==> src/rtl/drac_pkg.sv <==
// Shared commit-stage types and helpers for the graduation-list scheduler.
package drac_pkg;

    typedef enum logic [1:0] {
        KIND_PLAIN = 2'd0,
        KIND_STORE = 2'd1,
        KIND_CSR   = 2'd2,
        KIND_FENCE = 2'd3
    } commit_kind_t;

    localparam logic [2:0] ST_RUN        = 3'd0;
    localparam logic [2:0] ST_WAIT_ST    = 3'd1;
    localparam logic [2:0] ST_WAIT_CSR   = 3'd2;
    localparam logic [2:0] ST_WAIT_FENCE = 3'd3;
    localparam logic [2:0] ST_DRAIN      = 3'd4;

    typedef enum logic [2:0] {
        CS_RUN        = ST_RUN,
        CS_WAIT_ST    = ST_WAIT_ST,
        CS_WAIT_CSR   = ST_WAIT_CSR,
        CS_WAIT_FENCE = ST_WAIT_FENCE,
        CS_DRAIN      = ST_DRAIN
    } commit_state_t;

    localparam int DRAIN_CYCLES_DEFAULT = 4;

    function automatic logic [1:0] popcount2(input logic [1:0] v);
        return {1'b0, v[0]} + {1'b0, v[1]};
    endfunction

endpackage

==> src/rtl/gl_commit_scheduler_if.sv <==
// Bundle between the graduation list / side units and the commit scheduler.
interface gl_commit_scheduler_if #(
    parameter int CNT_W = 64
);
    logic [1:0]       slot_valid_i;
    logic [1:0][1:0]  slot_kind_i;
    logic [1:0]       slot_ex_i;
    logic             gl_empty_i;
    logic             store_ack_i;
    logic             csr_done_i;
    logic             csr_ex_i;
    logic             fence_done_i;
    logic [1:0]       read_head_o;
    logic             store_commit_o;
    logic             csr_req_o;
    logic             fence_req_o;
    logic             flush_commit_o;
    logic             trap_o;
    logic [CNT_W-1:0] retired_cnt_o;
    logic [CNT_W-1:0] stall_cnt_o;

    modport master (
        output slot_valid_i, slot_kind_i, slot_ex_i, gl_empty_i,
               store_ack_i, csr_done_i, csr_ex_i, fence_done_i,
        input  read_head_o, store_commit_o, csr_req_o, fence_req_o,
               flush_commit_o, trap_o, retired_cnt_o, stall_cnt_o
    );

    modport slave (
        input  slot_valid_i, slot_kind_i, slot_ex_i, gl_empty_i,
               store_ack_i, csr_done_i, csr_ex_i, fence_done_i,
        output read_head_o, store_commit_o, csr_req_o, fence_req_o,
               flush_commit_o, trap_o, retired_cnt_o, stall_cnt_o
    );
endinterface

==> src/rtl/gl_commit_perf_cnt.sv <==
// Retired-instruction and commit-stall counters; both wrap silently.
module gl_commit_perf_cnt
    import drac_pkg::*;
#(
    parameter int CNT_W = 64
) (
    input  logic             clk_i,
    input  logic             rstn_i,
    input  logic [1:0]       read_head,
    input  logic             stall_inc,
    output logic [CNT_W-1:0] retired_cnt,
    output logic [CNT_W-1:0] stall_cnt
);

    always_ff @(posedge clk_i or negedge rstn_i) begin
        if (!rstn_i) begin
            retired_cnt <= '0;
            stall_cnt   <= '0;
        end else begin
            retired_cnt <= retired_cnt + CNT_W'(popcount2(read_head));
            if (stall_inc) begin
                stall_cnt <= stall_cnt + CNT_W'(1);
            end
        end
    end

endmodule

==> src/rtl/gl_commit_scheduler.sv <==
// Write-back commit sequencer: picks 0..2 GL entries to graduate per cycle and
// serializes stores, CSRs, fences and exceptions against their acknowledges.
module gl_commit_scheduler
    import drac_pkg::*;
#(
    parameter int DRAIN_CYCLES = DRAIN_CYCLES_DEFAULT,
    parameter int CNT_W        = 64
) (
    input  logic                  clk_i,
    input  logic                  rstn_i,
    gl_commit_scheduler_if.slave  gl
);

    logic [2:0]   state_q, state_d;
    logic [3:0]   drain_q, drain_d;
    logic         flush_q, flush_d;
    logic         trap_q, trap_d;
    logic [1:0]   read_head;
    logic         store_commit;
    logic         head_flush;
    logic         stall_inc;
    commit_kind_t kind0, kind1;

    assign kind0 = commit_kind_t'(gl.slot_kind_i[0]);
    assign kind1 = commit_kind_t'(gl.slot_kind_i[1]);

    always_comb begin
        state_d      = state_q;
        drain_d      = drain_q;
        flush_d      = 1'b0;
        trap_d       = 1'b0;
        read_head    = 2'b00;
        store_commit = 1'b0;
        head_flush   = 1'b0;
        case (state_q)
            ST_RUN: begin
                if (!gl.gl_empty_i && gl.slot_valid_i[0]) begin
                    if (gl.slot_ex_i[0]) begin
                        // Exception at head flushes in the same cycle it is seen.
                        head_flush = 1'b1;
                        state_d    = ST_DRAIN;
                        drain_d    = 4'(DRAIN_CYCLES);
                    end else begin
                        case (kind0)
                            KIND_PLAIN: begin
                                read_head[0] = 1'b1;
                                read_head[1] = gl.slot_valid_i[1] && !gl.slot_ex_i[1] &&
                                               (kind1 == KIND_PLAIN);
                            end
                            KIND_STORE: begin
                                store_commit = 1'b1;
                                state_d      = ST_WAIT_ST;
                            end
                            KIND_CSR:   state_d = ST_WAIT_CSR;
                            KIND_FENCE: state_d = ST_WAIT_FENCE;
                        endcase
                    end
                end
            end
            ST_WAIT_ST: begin
                if (gl.store_ack_i) begin
                    read_head = 2'b01;
                    state_d   = ST_RUN;
                end
            end
            ST_WAIT_CSR: begin
                // A finished CSR still flushes so younger ops see its side effects.
                if (gl.csr_done_i) begin
                    read_head = gl.csr_ex_i ? 2'b00 : 2'b01;
                    flush_d   = 1'b1;
                    trap_d    = gl.csr_ex_i;
                    state_d   = ST_DRAIN;
                    drain_d   = 4'(DRAIN_CYCLES);
                end
            end
            ST_WAIT_FENCE: begin
                if (gl.fence_done_i) begin
                    read_head = 2'b01;
                    state_d   = ST_RUN;
                end
            end
            ST_DRAIN: begin
                if (drain_q <= 4'd1) begin
                    state_d = ST_RUN;
                    drain_d = 4'd0;
                end else begin
                    drain_d = drain_q - 4'd1;
                end
            end
            default: begin
                state_d = ST_RUN;
                drain_d = 4'd0;
            end
        endcase
    end

    always_ff @(posedge clk_i or negedge rstn_i) begin
        if (!rstn_i) begin
            state_q <= ST_RUN;
            drain_q <= 4'd0;
            flush_q <= 1'b0;
            trap_q  <= 1'b0;
        end else begin
            state_q <= state_d;
            drain_q <= drain_d;
            flush_q <= flush_d;
            trap_q  <= trap_d;
        end
    end

    assign stall_inc = gl.slot_valid_i[0] && !gl.gl_empty_i &&
                       (read_head == 2'b00) && (state_q != ST_DRAIN);

    assign gl.read_head_o    = read_head;
    assign gl.store_commit_o = store_commit;
    assign gl.csr_req_o      = (state_q == ST_WAIT_CSR) && !gl.csr_done_i;
    assign gl.fence_req_o    = (state_q == ST_WAIT_FENCE);
    assign gl.flush_commit_o = head_flush | flush_q;
    assign gl.trap_o         = head_flush | trap_q;

    gl_commit_perf_cnt #(
        .CNT_W (CNT_W)
    ) u_perf_cnt (
        .clk_i       (clk_i),
        .rstn_i      (rstn_i),
        .read_head   (read_head),
        .stall_inc   (stall_inc),
        .retired_cnt (gl.retired_cnt_o),
        .stall_cnt   (gl.stall_cnt_o)
    );

endmodule

==> src/flat_wrapper.sv <==
// flat-port wrapper written by rule: the top's interface ports become plain ports
module gl_commit_scheduler_flat import drac_pkg::*;
#(
    parameter int DRAIN_CYCLES = DRAIN_CYCLES_DEFAULT,
    parameter int CNT_W        = 64
)
  (clk_i, rstn_i, gl_slot_valid_i, gl_slot_kind_i, gl_slot_ex_i, gl_gl_empty_i, gl_store_ack_i, gl_csr_done_i, gl_csr_ex_i, gl_fence_done_i, gl_read_head_o, gl_store_commit_o, gl_csr_req_o, gl_fence_req_o, gl_flush_commit_o, gl_trap_o, gl_retired_cnt_o, gl_stall_cnt_o);
  gl_commit_scheduler_if #(.CNT_W(CNT_W)) gl_i ();
  input  logic clk_i;
  input  logic rstn_i;
  input wire logic [$bits(gl_i.slot_valid_i)-1:0] gl_slot_valid_i;
  input wire logic [$bits(gl_i.slot_kind_i)-1:0] gl_slot_kind_i;
  input wire logic [$bits(gl_i.slot_ex_i)-1:0] gl_slot_ex_i;
  input wire logic [$bits(gl_i.gl_empty_i)-1:0] gl_gl_empty_i;
  input wire logic [$bits(gl_i.store_ack_i)-1:0] gl_store_ack_i;
  input wire logic [$bits(gl_i.csr_done_i)-1:0] gl_csr_done_i;
  input wire logic [$bits(gl_i.csr_ex_i)-1:0] gl_csr_ex_i;
  input wire logic [$bits(gl_i.fence_done_i)-1:0] gl_fence_done_i;
  output wire logic [$bits(gl_i.read_head_o)-1:0] gl_read_head_o;
  output wire logic [$bits(gl_i.store_commit_o)-1:0] gl_store_commit_o;
  output wire logic [$bits(gl_i.csr_req_o)-1:0] gl_csr_req_o;
  output wire logic [$bits(gl_i.fence_req_o)-1:0] gl_fence_req_o;
  output wire logic [$bits(gl_i.flush_commit_o)-1:0] gl_flush_commit_o;
  output wire logic [$bits(gl_i.trap_o)-1:0] gl_trap_o;
  output wire logic [$bits(gl_i.retired_cnt_o)-1:0] gl_retired_cnt_o;
  output wire logic [$bits(gl_i.stall_cnt_o)-1:0] gl_stall_cnt_o;
  assign gl_i.slot_valid_i = gl_slot_valid_i;
  assign gl_i.slot_kind_i = gl_slot_kind_i;
  assign gl_i.slot_ex_i = gl_slot_ex_i;
  assign gl_i.gl_empty_i = gl_gl_empty_i;
  assign gl_i.store_ack_i = gl_store_ack_i;
  assign gl_i.csr_done_i = gl_csr_done_i;
  assign gl_i.csr_ex_i = gl_csr_ex_i;
  assign gl_i.fence_done_i = gl_fence_done_i;
  assign gl_read_head_o = gl_i.read_head_o;
  assign gl_store_commit_o = gl_i.store_commit_o;
  assign gl_csr_req_o = gl_i.csr_req_o;
  assign gl_fence_req_o = gl_i.fence_req_o;
  assign gl_flush_commit_o = gl_i.flush_commit_o;
  assign gl_trap_o = gl_i.trap_o;
  assign gl_retired_cnt_o = gl_i.retired_cnt_o;
  assign gl_stall_cnt_o = gl_i.stall_cnt_o;
  gl_commit_scheduler #(.DRAIN_CYCLES(DRAIN_CYCLES), .CNT_W(CNT_W)) u_core (.clk_i(clk_i), .rstn_i(rstn_i), .gl(gl_i));
endmodule
==> config.mk <==
export PLATFORM = sky130hd
export DESIGN_NAME = gl_commit_scheduler_flat
export DESIGN_NICKNAME = d
export VERILOG_FILES = /design/src/rtl/drac_pkg.sv /design/src/rtl/gl_commit_scheduler_if.sv /design/src/rtl/gl_commit_perf_cnt.sv /design/src/rtl/gl_commit_scheduler.sv /design/src/flat_wrapper.sv
export SDC_FILE = /design/constraint.sdc
export NUM_CORES = 1
export LEC_CHECK = 0
export BUFFER_PORTS_ARGS = -buffer_cell sky130_fd_sc_hd__buf_2
export CAP_MARGIN = 10
export CORE_MARGIN = 2
export CORE_UTILIZATION = 32
export CTS_BUF_LIST = sky130_fd_sc_hd__clkbuf_16
export DETAILED_ROUTE_END_ITERATION = 12
export PLACE_DENSITY = 0.64
export SYNTH_ARGS = -nofsm -noshare
export SYNTH_HDL_FRONTEND = slang
export SYNTH_SLANG_ARGS = --single-unit
==> constraint.sdc <==
create_clock -name clk_i -period 3.85 [get_ports clk_i]
set_input_delay 0.77 -clock clk_i [delete_from_list [all_inputs] [get_ports clk_i]]
set_output_delay 0.77 -clock clk_i [all_outputs]
set_load 0.005 [all_outputs]
-- After elaboration in Yosys (flattened, before gate mapping)
Cells that the tools add are included.
- flip-flop bits (word level): 137
- input port bits: 15
- word-level logic and storage cells: 77
- add/subtract/negate cells: 4
- order comparisons: 1
- equal/unequal tests: 15
- muxes and demuxes: 32
- bitwise logic cells: 3
- reduce and logical (&&, ||, !) cells: 16
- operator list (kind ; count):
    adder 64 x 1 -> 64 bit (second input constant) ; 1
    adder 64 x 2 -> 64 bit ; 1
    2-to-1 mux 3 bit ; 6
    2-to-1 mux 4 bit ; 4
    case mux 4 bit (4 select lines) ; 1
    case mux 3 bit (5 select lines) ; 1
    2-to-1 mux 1 bit ; 14
    case mux 3 bit (3 select lines) ; 1
    2-to-1 mux 2 bit ; 4
    != test 2 bit (second input constant) ; 4
    case mux 2 bit (4 select lines) ; 1
    == test 3 x 2 -> 1 bit (second input constant) ; 2
    logical AND 1 bit ; 6
    logical NOT 2 bit ; 3
    AND reduction 6 bit ; 1
    != test 5 bit (second input constant) ; 1
    == test 2 bit (second input constant) ; 2
    less-or-equal comparator 4 x 1 -> 1 bit (second input constant) ; 1
    != test 2 x 1 -> 1 bit (second input constant) ; 2
    AND reduction 4 bit ; 1
    subtractor 4 x 1 -> 4 bit (second input constant) ; 1
    == test 3 x 1 -> 1 bit (second input constant) ; 1
    == test 3 bit (second input constant) ; 1
    logical NOT 1 bit ; 3
    7 further kinds ; 8

-- Logic depth before layout (Yosys ltp)
- depth after elaboration: 10
- gate-level depth with buffers: 14

-- Hierarchy
From an unflattened synthesis, not the netlist that was laid out.
- cells, all modules: 628
- area total of the unflattened synthesis: 6762.7 um^2
- by module, submodules not included (module ; instances ; cells an instance ; area an instance (um^2)):
    gl_commit_perf_cnt ; 1 ; 560 ; 6100.9
    gl_commit_scheduler ; 1 ; 68 ; 661.9

-- Least setup slack after synthesis
No wires, ideal clock.
- path type: input port to flip-flop
- start point: in gl_slot_ex_i[0]
- end point: reg u_core.u_perf_cnt.retired_cnt[33]
- library setup time: 0.079 ns
- arrival: 3.948 ns
- required time: 3.771 ns
- path slack: -0.177 ns
- stages on the path: 9
- cells stage by stage: nor4_1 > nand2_1 > or4_1 > fa_1 > nand3b_1 > nor4_2 > nand2_1 > nor4_1 > xor2_1
- cells in the longest elaborated chain, start to end: 5
- ends and longest elaborated chain (element ; RTL line ; text):
    from (decl) ; flat_wrapper.sv:13 ; input wire logic [$bits(gl_i.slot_ex_i)-1:0] gl_slot_ex_i;
    2-to-1 mux 2 bit ; gl_commit_scheduler.sv:38 ; if (gl.slot_ex_i[0]) begin
    2-to-1 mux 2 bit ; gl_commit_scheduler.sv:37 ; if (!gl.gl_empty_i && gl.slot_valid_i[0]) begin
    case mux 2 bit (4 select lines) ; gl_commit_scheduler.sv:35 ; case (state_q)
    adder 1 x 1 -> 2 bit ; drac_pkg.sv:28 ; return {1'b0, v[0]} + {1'b0, v[1]};
    adder 64 x 2 -> 64 bit ; gl_commit_perf_cnt.sv:20 ; retired_cnt <= retired_cnt + CNT_W'(popcount2(read_head));
    to (signal assigned) ; gl_commit_perf_cnt.sv:20 ;
    to (decl) ; gl_commit_perf_cnt.sv:11 ; output logic [CNT_W-1:0] retired_cnt,
Every way passes these cells.
A chain may end at the register's enable or synchronous reset.

-- Final worst setup path
- start point: in gl_slot_ex_i[1]
- end point: reg u_core.u_perf_cnt.retired_cnt[30]
- cells in the longest elaborated chain, start to end: 9
- ends and longest elaborated chain (element ; RTL line ; text):
    logical NOT 1 bit ; gl_commit_scheduler.sv:47 ; read_head[1] = gl.slot_valid_i[1] && !gl.slot_ex_i[1] &&
    logical AND 1 bit (2 in series) ; gl_commit_scheduler.sv:47 ;
    2-to-1 mux 2 bit ; gl_commit_scheduler.sv:44 ; case (kind0)
    2-to-1 mux 2 bit ; gl_commit_scheduler.sv:38 ;
    2-to-1 mux 2 bit ; gl_commit_scheduler.sv:37 ;
    case mux 2 bit (4 select lines) ; gl_commit_scheduler.sv:35 ;
    adder 1 x 1 -> 2 bit ; drac_pkg.sv:28 ;
    adder 64 x 2 -> 64 bit ; gl_commit_perf_cnt.sv:20 ;
Every way passes these cells.

==> results.ini <==
[clocking]
cts_resized=0
cts-root-buf=clkbuf_16
clkTransAtPathRegs_ps=60
cts.hold.buffers_added=0
cts_buffers=17
cts_sinks=137
clock_latency_ps=410
h-tree-depth=4
post_cts_buffers=0
cts_tree=yes
cts_buffer_depth=2

[die]
io_pins=150
initial_utilization=0.3227
die_w_um=148.9
die_y_um=148.9
die_area_um2=22170
core_um2=20820
rows=53

[synthesis]
syn-num-nets=672
synth_seq_cells=137
synth_area_per_cell_um2=10.32
async_flop_share=1.000
synth_xor_area_frac=0.1642
synth-simple-area-share=0.2683
synth_top_area_frac=0.5102
synth_compound_area_frac=0.01788
synthesis.area_um2=6719
synth-edff-count=0
muxShareOfSynthArea=0.004655
synthFlopType=dfrtp_1
synth_seq_area_share=0.5102
synth_top_family_by_area=simple AND/OR/NAND/NOR gates
synthAdderAreaFrac=0.01229
synth_most_common_cell=dfrtp_1
postSynthCellCount=651
yosysTopAreaCell=dfrtp_1
synth_cell_types=45
synth-warning-count=0
synth.top_cells.by_count=137 x dfrtp_1, 86 x xor2_1, 63 x nand2_1, 52 x nor2_1, 44 x nand3_1
synth.area.top_cells=dfrtp_1 51%, xor2_1 11%, xnor2_1 5.2%

[route]
antenna_left=0
detail_route.wl_per_cell_um=14.39
drc_errors=0
viasPerCell=4.918
drt_wl_total_um=16060
first_pass_iters=5
drt-initial-drc-count=187
num_vias=5489

[job]
max_cap_violations=0

[run_status]
status=finished, final reports clean

[grt]
grt_max_degree=73
grt_pass1_vias=5198
grt_remaining_overflow=0
grt_pass1_wl_um=26740
grt_usage=0.1485
antenna_found_initial=0

[pwr]
p_switching_w=0.0009700
p_sw_frac=0.2624
power_density_nw_per_um2=434.3
p_clk_frac=0.444
seq_power_share=0.437
combinationalPowerShare=0.119
p_int_w=0.002727
peakVddDrop_mv=0.3137
p_leak_nw=4.362

[timing]
slew_headroom=0.3595
drv_slew=0
setup_tns_ps=0
setup_viol=0
rsz0062_at_grt=false
fin_crit_ps=3560
hold_viol=0
fmax_mhz=280.9
tightest_slew_ps=951.9
holdWs_ps=345.8
timing.final.crit_share=0.9246
skew_ps=8.567

[worst_setup_path]
arrival_ps=3890
crit_fanout=17
crit_required_ps=4180
end_kind=flop
path_class=primary input to flop
cp-start-kind=primary input
rr_worst_depth=9

[finish]
diodes=0
fillers=2042
final_cells=1116
fin_nets=849
drive_gt1_frac=0.2640
syn2layout_area_growth_pct=26.70

[placed_design]
place_hpwl_um=11460
placedCellCount=1084
gp_congestion=0.7675
io_buffers=149

[min_path]
hold_class=primary input to asynchronous set/reset pin

[cell families after synthesis]
kind of cell               Yosys count
adders and majority gates            6
muxes                                3
AOI/OAI and AO/OA                   14
DFF                                137
and+or+nand+nor                    331
buffers and inverters               34
xor gates and xnor gates           126
[cell type report]
cell class | count | area, µm² | share of cell area
clock buffer | 17 | 425.4 | 0.04997
multi-input combinational | 480 | 3147 | 0.3696
tap | 275 | 344.1 | 0.04042
sequential | 137 | 3428 | 0.4027
inverter | 21 | 78.83 | 0.009259
clock inverter | 15 | 160.2 | 0.01881
timing repair buffer | 171 | 929.6 | 0.1092
[power groups by stage]
stage | Combinational (W) | Sequential [W] | Clock (W)
floorplan | 0.000295 | 0.00161 | 0
global placement | 0.000440 | 0.00164 | 0
detailed placement | 0.000448 | 0.00164 | 0
CTS | 0.000450 | 0.00162 | 0.00169
global route | 0.000503 | 0.00163 | 0.00175
finish | 0.000439 | 0.00162 | 0.00164
[cell usage in the layout, fill, tap and decap left out, drive strengths merged, types with 6 or more instances in the layout]
cell type,n
and3,14
buf,171
clkbuf,17
clkinv,9
dfrtp,137
inv,22
nand2,63
nand2b,7
nand3,44
nand4,44
nor2,52
nor3,42
nor4,35
or4,6
xnor2,40
xor2,86
[critical path: stages]
cell and delay [ps]:
buf_2 90, or4b_2 610, or4_1 460, fa_1 450
inv_1 100, ha_1 160, nand2_1 80, or4_4 690
nor4_1 290, xor2_1 170
[flip-flops by register name, summed over array words and instances (netlist names)]
name and cells:
u_core.u_perf_cnt.retired_cnt 64, u_core.state_q 3, u_core.u_perf_cnt.stall_cnt 64, u_core.flush_q 1
u_core.trap_q 1, u_core.drain_q 4
[worst paths after layout]
check                      slack (ps)                         startpoint                                 to
max                               290                    gl_slot_ex_i[1]  u_core.u_perf_cnt.retired_cnt[30]
min in group clk_i                460  u_core.u_perf_cnt.retired_cnt[63]  u_core.u_perf_cnt.retired_cnt[63]
min                               350                             rstn_i  u_core.u_perf_cnt.retired_cnt[59]
max reg2reg                       300                  u_core.state_q[2]  u_core.u_perf_cnt.retired_cnt[30]
max in group asynchronous        2690                             rstn_i    u_core.u_perf_cnt.stall_cnt[34]
min reg2reg                       460  u_core.u_perf_cnt.retired_cnt[63]  u_core.u_perf_cnt.retired_cnt[63]
[through the flow]
stage               setup slack [ps]  cell area [µm²]  total power [W]  utilization
finish                         290.3             8513         0.003697       0.4088
global route                   64.64             8513         0.003887       0.4088
CTS                            281.5             8513         0.003753       0.4088
detailed placement            -133.1             7928         0.002092       0.3807
global placement              -85.07             7928         0.002079       0.3807
floorplan                      19.84             6725         0.001906            -
[metal layers]
layer / track usage / vias up / part of all wire
li1: - / 2645 / -
met1: 0.2169 / 2708 / 0.50
met2: 0.2224 / 127 / 0.45
met3: 0.02783 / 9 / 0.040
met4: 0.04762 / 0 / 0.0084
met5: 0 / - / 0
Power figures use the tool's default switching activity.
